--- src/rtl/mem_arbiter_pkg.sv ---
// Shared types for the instruction/data memory bus arbiter.
package mem_arbiter_pkg;

    typedef struct packed {
        logic        valid;
        logic        instr;
        logic [31:0] addr;
        logic [31:0] wdata;
        logic [3:0]  wstrb;
    } mem_req_t;

    typedef struct packed {
        logic [31:0] rdata;
        logic        ready;
        logic        error;
    } mem_rsp_t;

    typedef enum logic [1:0] {
        IDLE,
        BUSY,
        DONE
    } arb_state_t;

endpackage

--- src/rtl/mem_arbiter_pick.sv ---
// Grant selection between the fetch and data ports; owner = 1 means instruction.
module mem_arbiter_pick
    import mem_arbiter_pkg::*;
#(
    parameter bit RR = 1'b1
) (
    input  logic ivalid,
    input  logic dvalid,
    input  logic last,
    output logic grant,
    output logic owner
);

    // NOTE: every output gets a default first so no path through the block infers a latch.
    always_comb begin
        grant = ivalid | dvalid;
        owner = ivalid;
        if (ivalid && dvalid) begin
            owner = RR ? ~last : 1'b0;
        end
    end

endmodule

--- src/rtl/mem_arbiter.sv ---
// Single-outstanding memory bus arbiter: fetch vs data port, with response routing and timeout.
module mem_arbiter
    import mem_arbiter_pkg::*;
#(
    parameter bit          RR      = 1'b1,
    parameter int unsigned TIMEOUT = 1024
) (
    input  logic        clock,
    input  logic        reset,
    input  logic        imem_valid,
    input  logic [31:0] imem_addr,
    output logic [31:0] imem_rdata,
    output logic        imem_ready,
    output logic        imem_error,
    input  logic        dmem_valid,
    input  logic [31:0] dmem_addr,
    input  logic [31:0] dmem_wdata,
    input  logic [3:0]  dmem_wstrb,
    output logic [31:0] dmem_rdata,
    output logic        dmem_ready,
    output logic        dmem_error,
    output logic        mem_valid,
    output logic        mem_instr,
    output logic [31:0] mem_addr,
    output logic [31:0] mem_wdata,
    output logic [3:0]  mem_wstrb,
    input  logic [31:0] mem_rdata,
    input  logic        mem_ready
);

    localparam int             CW       = (TIMEOUT > 1) ? $clog2(TIMEOUT) : 1;
    localparam logic [CW-1:0]  CNT_LAST = CW'(TIMEOUT - 1);

    arb_state_t    state;
    mem_req_t      req;
    logic          last_instr;
    logic [CW-1:0] cnt;
    logic          grant;
    logic          owner;
    logic          busy;
    logic          timeout_hit;
    mem_rsp_t      rsp_i;
    mem_rsp_t      rsp_d;

    mem_arbiter_pick #(.RR(RR)) u_pick (
        .ivalid (imem_valid),
        .dvalid (dmem_valid),
        .last   (last_instr),
        .grant  (grant),
        .owner  (owner)
    );

    assign busy        = (state == BUSY);
    assign timeout_hit = (TIMEOUT != 0) && busy && !mem_ready && (cnt == CNT_LAST);

    // NOTE: reset is sampled on the clock edge, and the request registers are cleared
    // with the FSM so the bus never shows stale fields after an abort.
    always_ff @(posedge clock) begin
        if (!reset) begin
            state      <= IDLE;
            last_instr <= 1'b1;
            cnt        <= '0;
            req        <= '0;
        end else begin
            // NOTE: non-blocking assignments so every register here sees pre-edge values.
            case (state)
                IDLE: begin
                    if (grant) begin
                        state      <= BUSY;
                        last_instr <= owner;
                        cnt        <= '0;
                        req.valid  <= 1'b1;
                        req.instr  <= owner;
                        req.addr   <= owner ? imem_addr : dmem_addr;
                        req.wdata  <= owner ? 32'h0 : dmem_wdata;
                        req.wstrb  <= owner ? 4'h0 : dmem_wstrb;
                    end
                end
                BUSY: begin
                    cnt <= cnt + 1'b1;
                    if (mem_ready || timeout_hit) begin
                        state     <= DONE;
                        req.valid <= 1'b0;
                    end
                end
                DONE:    state <= IDLE;
                default: state <= IDLE;
            endcase
        end
    end

    // Completion is combinational so the requester sees ready in the responder's cycle.
    always_comb begin
        rsp_i = '0;
        rsp_d = '0;
        if (busy && (mem_ready || timeout_hit)) begin
            if (req.instr) begin
                rsp_i.ready = 1'b1;
                rsp_i.error = timeout_hit;
                rsp_i.rdata = mem_ready ? mem_rdata : 32'h0;
            end else begin
                rsp_d.ready = 1'b1;
                rsp_d.error = timeout_hit;
                rsp_d.rdata = mem_ready ? mem_rdata : 32'h0;
            end
        end
    end

    // Masking valid with ready keeps the responder from seeing a second request at completion.
    assign mem_valid  = req.valid & busy & ~mem_ready & ~timeout_hit;
    assign mem_instr  = req.instr;
    assign mem_addr   = req.addr;
    assign mem_wdata  = req.wdata;
    assign mem_wstrb  = req.wstrb;

    assign imem_rdata = rsp_i.rdata;
    assign imem_ready = rsp_i.ready;
    assign imem_error = rsp_i.error;
    assign dmem_rdata = rsp_d.rdata;
    assign dmem_ready = rsp_d.ready;
    assign dmem_error = rsp_d.error;

endmodule
--- config.mk ---
export PLATFORM = sky130hd
export DESIGN_NAME = mem_arbiter
export DESIGN_NICKNAME = d
export VERILOG_FILES = /design/src/rtl/mem_arbiter_pkg.sv /design/src/rtl/mem_arbiter_pick.sv /design/src/rtl/mem_arbiter.sv
export SDC_FILE = /design/constraint.sdc
export NUM_CORES = 1
export LEC_CHECK = 0
export ABC_AREA = 1
export CAP_MARGIN = 20
export CORE_ASPECT_RATIO = 0.9
export CORE_MARGIN = 8
export CORE_UTILIZATION = 38
export DETAILED_ROUTE_END_ITERATION = 8
export PLACE_DENSITY = 0.85
export SLEW_MARGIN = 0
export SYNTH_ARGS = -nofsm -noshare
export SYNTH_HDL_FRONTEND = slang
export SYNTH_SLANG_ARGS = --single-unit
--- constraint.sdc ---
create_clock -name clock -period 2.4 [get_ports clock]
set_clock_uncertainty 0.1 [all_clocks]
set_input_delay 0.48 -clock clock [delete_from_list [all_inputs] [get_ports clock]]
set_output_delay 0.48 -clock clock [all_outputs]
set_load 0.005 [all_outputs]
-- After elaboration in Yosys (flattened, before gate mapping)
Cells that the tools add are included.
- $add $sub $neg: 1
- equal/unequal tests: 4
- muxes and demuxes: 17
- bitwise logic cells: 7
- reduce and logical (&&, ||, !) cells: 12
- operators with widths (cell ; number):
    two-way mux 34 bit ; 4
    two-way mux 32 bit ; 3
    two-way mux 70 bit ; 1
    one-hot mux 10 bit (2 select lines) ; 1
    adder 10 x 1 -> 10 bit (second input constant) ; 1
    == test 10 bit (second input constant) ; 1
    two-way mux 10 bit ; 1
    AND reduction 2 bit ; 3
    logical AND 1 bit ; 4
    two-way mux 2 bit ; 2
    two-way mux 4 bit ; 1
    one-hot mux 2 bit (2 select lines) ; 1
    AND 1 bit ; 3
    inverter 1 bit ; 3
    AND reduction 3 bit ; 1
    == test 2 x 1 -> 1 bit (second input constant) ; 1
    zero test 2 bit ; 1
    two-way mux 1 bit ; 2
    inequality test 2 x 1 -> 1 bit (second input constant) ; 1
    inequality test 2 bit (second input constant) ; 1
    one-hot mux 1 bit (2 select lines) ; 1
    nonzero test 2 bit ; 1
    zero test 1 bit ; 1
    logical OR 1 bit ; 1
    bitwise OR 1 bit ; 1
- bits in registers: 83
- output and inout port bits: 138

-- Logic depth before layout (Yosys ltp)
Gate-level depths: netlist of run 1.
- depth after elaboration: 6
- mapped depth: 10

-- Modules after synthesis
A second synthesis of run 1 with hierarchy kept.
- cell total of the unflattened synthesis: 759
- area, all modules: 5024.8 µm²
- by module, submodules not included (module ; times used ; cells an instance ; area each (µm²) ; seq. area each (µm²)):
    mem_arbiter ; 1 ; 756 ; 5009.8 ; 1661.6
    mem_arbiter_pick ; 1 ; 3 ; 15.0 ; 0.0

-- Least setup slack after synthesis of run 1
No wires, ideal clock.
- path type: register to output
- from: register cnt[0]
- to: output dmem_rdata[22]
- arrival: 1400 ps
- required time: 1820 ps
- setup slack: 420 ps
- stages on the path, launching flop included: 11
- buffers on the path: 1
- cell sequence: dfxtp_1 -> ha_1 -> nand2_2 -> nor2_2 -> nand3_2 -> a21oi_4 -> nand2_2 -> clkinv_2 -> buf_6 -> nand2_1 -> inv_1
- cells in the longest elaborated chain, start to end: 5
- ends and longest elaborated chain (item ; line ; text):
    start: declaration ; mem_arbiter.sv:37 ; logic [CW-1:0] cnt;
    start signal: assignment ; mem_arbiter.sv:80 ; cnt <= cnt + 1'b1;
    == test 10 bit ; mem_arbiter.sv:54 ; assign timeout_hit = (TIMEOUT != 0) && busy && !mem_ready && (cnt == CNT_LAST);
    logical AND 1 bit ; mem_arbiter.sv:54 ;
    logical OR 1 bit ; mem_arbiter.sv:96 ; if (busy && (mem_ready || timeout_hit)) begin
    logical AND 1 bit ; mem_arbiter.sv:96 ;
    two-way mux 34 bit ; mem_arbiter.sv:96 ;
    end: declaration ; mem_arbiter.sv:19 ; output logic [31:0] dmem_rdata,
Every way passes these cells.

-- Worst setup path after layout of run 1
- from: register cnt[0]
- to: output imem_rdata[7]
- cells in the longest elaborated chain, start to end: 5
- ends and longest elaborated chain (item ; line ; text):
    == test 10 bit ; mem_arbiter.sv:54 ;
    logical AND 1 bit ; mem_arbiter.sv:54 ;
    logical OR 1 bit ; mem_arbiter.sv:96 ;
    logical AND 1 bit ; mem_arbiter.sv:96 ;
    two-way mux 34 bit ; mem_arbiter.sv:96 ;
    end: declaration ; mem_arbiter.sv:12 ; output logic [31:0] imem_rdata,
Every way passes these cells.

==> summary.md, run 1 <==
| Metric | Value |
|---|---|
| Psw | `~1.1 mW` |
| Min-delay worst type | `register to register` |
| Worst flop-to-flop path endpoint | `req[69]` |
| Switch share | `about a quarter` |
| Slew HR | `between 70% and 80%` |
| First-pass GRT wire length | `25.2 mm` |
| Worst-case hold slack | `between 0.3 and 0.4 ns` |
| Fmax | `a little under 400 MHz` |
| Drt first pass iters | `4` |
| Unrepaired setup endpoints after global routing | `true` |
| Status | `complete, but fails checks` |
| CTS tree | `yes` |
| Sequential share of the synthesized area | `35.8%` |
| Layout cells sized above 1 | `between 20% and 30%` |
| Total core area | `about 12000 µm²` |
| Sink Count | `83` |
| Final nets | `about 1.1k` |
| Initial core utilization | `approximately 39%` |
| Crit path time final | `approximately 2.6 ns` |
| Post-route setup slack | `-0.157 ns` |
| IO Pins | `275` |
| Crit path launch type | `register` |
| Clock Tree Buf Depth | `2` |
| Data arrival, critical path | `slightly below 2 ns` |
| Most frequent cells in the layout | `clkdlybuf4s50_1, nand2_1, inv_1` |
| Fillers | `1009` |
| TritonCTS Buffers | `9` |
| FF-to-FF setup slack | `just over 0.7 ns` |
| Hold Crit Depth | `2` |
| Port bufs | `~270` |
| Vias | `just over 5k` |
| Critical path type | `register to output pin` |
| Synth top area share | `35.8%` |
| WHS Endpoint | `last_instr` |
| Clock power share | `34.3%` |
| Largest net degree at the start of global routing | `between 50 and 60` |
| Die Ht | `between 100 and 150 µm` |
| Ant. Diodes | `0` |
| Top_reg_cell synth | `dfxtp_1` |
| Slew Viols, Final | `0` |
| Post-Place Cells | `between 1k and 1.5k` |
| P_int | `approximately 3 mW` |
| R2r startpoint | `cnt[0]` |
| Commonest non-fill, non-tap cell in the layout | `clkdlybuf4s50_1` |
| Setup violators final | `slightly below 60` |
| LEAKAGE | `4.03 nW` |
| H-tree Lvls | `3` |
| Final Cell Area | `slightly below 8000 µm²` |
| Pwr per Cell Area | `roughly 540 nW/µm²` |
| Area growth, synth to finish | `67.3%` |
| Distinct cells, synth | `28` |
| Cell count after synthesis | `just over 700` |
| Die area | `16000 µm²` |
| Setup_tns | `-4.78 ns` |
| Top fanout value on the critical path | `7` |
| Site row count | `38` |
| Syn nets | `855` |
| DRC | `0` |
| Die X | `approximately 130 µm` |
| DR vias/cell | `4.58` |
| GRT Total Usage | `between 10% and 20%` |
| Seq pwr share | `38.2%` |
| Asr flop ratio synth | `0%` |
| Synthesized flop and latch total | `between 80 and 90` |
| Failing checks | `setup timing` |
| Reg2Reg Depth | `11` |
| Post-DP HPWL | `~12 mm` |
| Actual slew at the worst max-slew pin | `0.326 ns` |
| HP Start | `last_instr` |
| Max-cap violations | `0` |
| WP data required | `1.82 ns` |
| Clock latency on the worst-skew pair | `roughly 0.32 ns` |
| YS warnings | `0` |
| Post-DR wirelength/cell | `around 15 µm` |
| Average size of a mapped cell | `approximately 6.5 µm²` |
| Vias in the first global route | `between 4k and 5k` |
| Final Non-Filler Cells | `1115` |
| Top post-synthesis cells by area | `dfxtp_1, nand2_1, buf_4, inv_1, nor2_1` |
| Final hold vios | `0` |
| Total routed wirelength | `roughly 17 mm` |
| Initial drt markers | `205` |
| Number of synthesized flops with an enable pin | `0` |
| Final Util | `64.8%` |
| Gr ovfl total | `0` |
| Clock slew at reported path FFs | `around 0.060 ns` |
| Placed Area | `approximately 7200 µm²` |
| Worst vdd ir | `approximately 360 µV` |
| Clock root buffer | `clkbuf_16` |
| Post-synthesis instance area | `between 4000 and 5000 µm²` |
| Period utilization | `107%` |
| Routed Antenna Nets | `0` |
| Comb pwr share | `27.5%` |
| Routability cong. | `0.861` |
| Setup crit end kind | `output pin` |
| Yosys top cell by area | `dfxtp_1` |
| Antenna violations before repair | `0` |
==> cell type report <==
cell class                 count  area [µm²]  area share [%]
sequential                    83        1660            21.4
clock inverter                 4        56.3           0.725
clock buffer                  12         267            3.43
inverter                     117         452            5.81
timing repair buffer         328        3170            40.7
multi-input combinational    411        1970            25.3
tap                          160         200            2.58
==> critical path, stage by stage, from the launching register on <==
cell,delay (ns)
dfxtp_2,0.36
ha_4,0.15
nand2_4,0.05
nor2_4,0.13
nand3_2,0.12
a21oi_4,0.17
nand2_2,0.10
clkinv_4,0.09
buf_4,0.19
nand2_2,0.06
inv_1,0.08
buf_2,0.14
==> what timing repair did <==
action,4_1_cts,5_1_grt
hold buffers,0,0
cloned,4,1
pin swaps,7,6
setup buffers,18,5
resized for setup,317,62
endpoints found under the setup margin,69,68
==> cells by family (layout without fill, tap and decap cells) <==
group	count (synthesis)	in the layout	share of synthesized area [%]
AND/OR/NAND/NOR	324	324	28.2
buffers and inverters	223	461	25.2
adder cells (fa/ha/maj)	1	1	0.269
flip-flops	83	83	35.8
AO/OA/AOI/OAI	86	86	10.6
==> cells in the mapped netlist, types with 3 or more instances <==
master and instances:
o21ai_1 8, clkbuf_1 18, nand2_2 4, a31oi_1 33, nand2_1 185, nor2_1 86, buf_6 6, inv_1 112
buf_4 74, nor3_1 37, dfxtp_1 83, nand3_1 5, a21oi_1 12, o21ai_0 29, buf_2 7, nor2_2 3
==> worst max path at each step <==
| stage | startpoint | endpoint |
|---|---|---|
| after global routing | cnt[0] | imem_rdata[7] |
| final | cnt[0] | imem_rdata[7] |
| after floorplan | cnt[0] | dmem_rdata[22] |
| after global placement | mem_ready | dmem_rdata[24] |
| after detailed placement | mem_ready | dmem_rdata[24] |
| after CTS | cnt[1] | imem_rdata[8] |
==> sequential cells by signal, summed over array words and instances (netlist names) <==
name        flops
state           2
mem_instr       1
cnt            10
req             1
mem_addr       32
last_instr      1
mem_wstrb       4
mem_wdata      32
==> power groups by stage <==
stage | logic (mW) | clock network, mW | registers, mW
2_1_floorplan | 0.621 | 0 | 1.61
3_3_place_gp | 1.10 | 0 | 1.62
3_5_place_dp | 1.11 | 0 | 1.63
4_1_cts | 1.15 | 1.49 | 1.60
5_1_grt | 1.26 | 1.55 | 1.62
6_report | 1.15 | 1.44 | 1.60
==> through the flow <==
step | total power, mW | setup WS, ns
2_1_floorplan | 2.23 | 0.420
3_3_place_gp | 2.72 | -0.356
3_5_place_dp | 2.74 | -0.383
4_1_cts | 4.23 | -0.219
5_1_grt | 4.44 | -0.282
6_report | 4.20 | -0.157
==> layer usage <==
metal | global-route usage (%) | part of all wire (%) | wire, µm
met5 | 0 | 0 | 0
met4 | 5.88 | 2.9 | 492
met3 | 8.53 | 9.1 | 1520
met2 | 34.7 | 50 | 8310
met1 | 20.5 | 38 | 6380
Note: power is estimated with default switching activity, not from simulation.
==> run 2: changes to the inputs <==
--- a/config.mk
+++ b/config.mk
@@ -10,7 +10,9 @@
 export CORE_ASPECT_RATIO = 0.9
 export CORE_MARGIN = 8
 export CORE_UTILIZATION = 38
+export CTS_CLUSTER_DIAMETER = 60
 export DETAILED_ROUTE_END_ITERATION = 8
+export GPL_TIMING_DRIVEN = 0
 export PLACE_DENSITY = 0.85
 export SLEW_MARGIN = 0
 export SYNTH_ARGS = -nofsm -noshare
==> run 2 against run 1 <==
  * The run still ends with setup timing left
  * Cell area up 7.9%
  * Sequential share of layout area decreased by 1.6 points
  * Setup slack gained 0.030 ns
  * Register-to-register slack worse by 0.15 ns
  * Largest power group is now clock
  * Highest routed layer unchanged
==> summary.md, run 2 (same netlist as run 1, synthesis figures left out) <==
| Metric | Value |
|---|---|
| Fillers | `966 (-4.3%)` |
| DR vias/cell | `4.46 (-2.5%)` |
| Register area | `1670 µm² (about the same)` |
| Top fanout value on the critical path | `6 (-1)` |
| Data arrival, critical path | `1.95 ns (-0.03 ns)` |
| Crit path launch type | `register` |
| Unrepaired setup endpoints after global routing | `true` |
| R2r startpoint | `state[1]` |
| Actual slew at the worst max-slew pin | `0.518 ns (+0.192 ns)` |
| HP Start | `cnt[5]` |
| Site row count | `38 (unchanged)` |
| Reg2Reg Depth | `8 (-3)` |
| Slew HR | `65.5% (-13 points)` |
| Die X | `133 µm (unchanged)` |
| Die Ht | `121 µm (unchanged)` |
| Worst flop-to-flop path endpoint | `mem_wdata[30]` |
| Slew Viols, Final | `0 (unchanged)` |
| Commonest non-fill, non-tap cell in the layout | `clkdlybuf4s50_1` |
| Hold Crit Depth | `1 (-1)` |
| Clock root buffer | `clkbuf_16` |
| Setup crit end kind | `output pin` |
| Period utilization | `105% (-1.3 points)` |
| Post-DR wirelength/cell | `14.6 µm (-2.5%)` |
| Clock latency on the worst-skew pair | `0.33 ns (about the same)` |
| WP data required | `1.82 ns (about the same)` |
| Post-CTS Hold Fix Bufs | `0 (unchanged)` |
| Worst-case hold slack | `0.365 ns (-0.0305 ns)` |
| CTS tree | `yes` |
| Post-DP HPWL | `13.1 mm (+8.2%)` |
| TritonCTS Buffers | `9 (unchanged)` |
| Initial drt markers | `222 (+8.3%)` |
| Final hold vios | `0 (unchanged)` |
| Critical path type | `register to output pin` |
| WHS Endpoint | `cnt[5]` |
| FF-to-FF setup slack | `0.56 ns (-0.15 ns)` |
| DRC | `0 (unchanged)` |
| Drt first pass iters | `4 (unchanged)` |
| IO Pins | `275 (unchanged)` |
| Failing checks | `setup timing` |
| Placed Area | `7580 µm² (+5.0%)` |
| Final Cell Area | `8390 µm² (+7.9%)` |
| Area occupied by multi-input gates | `2070 µm² (+5.2%)` |
| Worst vdd ir | `351 µV (-2.6%)` |
| Largest net degree at the start of global routing | `16 (-70%)` |
| Routed Antenna Nets | `0 (unchanged)` |
| Gr ovfl total | `0 (unchanged)` |
| Fmax | `396 MHz (+1.2%)` |
| Sink Count | `83 (unchanged)` |
| First-pass GRT wire length | `26.9 mm (+6.6%)` |
| LEAKAGE | `4.46 nW (+11%)` |
| Layout cells sized above 1 | `29.8% (+7.6 points)` |
| Die area | `16000 µm² (unchanged)` |
| Total routed wirelength | `17.5 mm (+4.6%)` |
| Pwr per Cell Area | `546 nW/µm² (+1.0%)` |
| Port bufs | `273 (-0.36%)` |
| Ant. Diodes | `0 (unchanged)` |
| Place WS | `-0.328 ns (+0.0542 ns)` |
| Antenna violations before repair | `0 (unchanged)` |
| Min-delay worst type | `register to register` |
| Clock Tree Buf Depth | `2 (unchanged)` |
| Area growth, synth to finish | `80.5%` |
| Post-route setup slack | `-0.127 ns (+0.0303 ns)` |
| H-tree Lvls | `3 (unchanged)` |
| Final nets | `1169 (+7.4%)` |
| Routability cong. | `0.802 (-6.9%)` |
| Max-cap violations | `0 (unchanged)` |
| GRT Total Usage | `20.6% (+1.2 points)` |
| Vias | `5334 (+4.5%)` |
| Status | `complete, but fails checks` |
| Crit path time final | `2.53 ns (-0.0303 ns)` |
| Total core area | `12000 µm² (unchanged)` |
| Clock slew at reported path FFs | `0.06 ns (about the same)` |
| Initial core utilization | `38.8% (unchanged)` |
| Vias in the first global route | `5228 (+8.2%)` |
| Setup violators final | `53 (-8.6%)` |
| Most frequent cells in the layout | `clkdlybuf4s50_1, nand2_1, buf_4` |
## run 2: changes by cell type in the layout (fill, tap and decap cells not counted), moves of 9 or more
cell,before,now
nand2_2,33,42
inv_1,95,81
inv_2,18,32
buf_6,27,45
buf_4,32,90
clkbuf_1,0,18
nand2_1,149,130
nand2_4,8,18
## run 2: layout make-up
type,count,area share [%]
Buffer,104,8.52
Clock buffer,9,2.69
Clock inverter,7,1.48
Inverter,117,5.39
Multi-Input combinational cell,411,24.6
Sequential cell,83,19.9
Tap cell,160,2.39
Timing Repair Buffer,304,34.9
Timing Repair inverter,1,0.134
## run 2: timing repair
| item | 4_1_cts | 5_1_grt |
|---|---|---|
| endpoints found under the setup margin | 69 | 68 |
| gates resized for setup | 344 | 110 |
| gates cloned | 6 | 0 |
| setup buffers | 23 | 6 |
| pin swaps | 6 | 5 |
## run 2: layer usage
| layer | part of all wire, % | wire length [µm] | global-route usage [%] |
|---|---|---|---|
| met5 | 0 | 0 | 0 |
| met4 | 2.7 | 480 | 7.30 |
| met3 | 8.7 | 1530 | 7.99 |
| met2 | 49 | 8510 | 35.8 |
| met1 | 40 | 6940 | 22.7 |
## run 2: per-stage QoR
| step | total power, mW | setup TNS (ns) | util (%) | std cells |
|---|---|---|---|---|
| 2_1_floorplan | 2.23 | 0 | - | 717 |
| 5_1_grt | 4.81 | -11.89 | 70.0 | 1196 |
| 3_5_place_dp | 2.91 | -18.00 | 63.3 | 1150 |
| 6_report | 4.57 | -4.23 | 70.0 | 1196 |
| 3_3_place_gp | 2.89 | -17.17 | 63.3 | 1150 |
| 4_1_cts | 4.58 | -8.20 | 67.0 | 1195 |
## run 2: how the worst max path moves through the flow
stage              start  cells past startpoint  slack, ns        endpoint
6_report          cnt[0]                     12      -0.13  dmem_rdata[25]
5_1_grt           cnt[0]                     12      -0.25   dmem_rdata[6]
4_1_cts           cnt[1]                     13      -0.20   imem_rdata[7]
3_5_place_dp   mem_ready                      9      -0.33  dmem_rdata[24]
3_3_place_gp   mem_ready                      9      -0.32  dmem_rdata[24]
2_1_floorplan     cnt[0]                     10       0.42  dmem_rdata[22]
## run 2: worst max-delay path: stages, from the launching register on
cell	delay [ns]
dfxtp_2	0.36
ha_4	0.15
nand2_4	0.06
nor2_4	0.09
nand3_2	0.11
a21oi_4	0.20
nand2_2	0.10
clkinv_4	0.10
buf_6	0.13
buf_6	0.11
nand2_2	0.05
inv_2	0.07
buf_6	0.09
## run 2: power breakdown
part | internal (mW) | switching (mW)
clock network | 1.03 | 0.588
registers | 1.53 | 0.0731
logic | 0.801 | 0.561
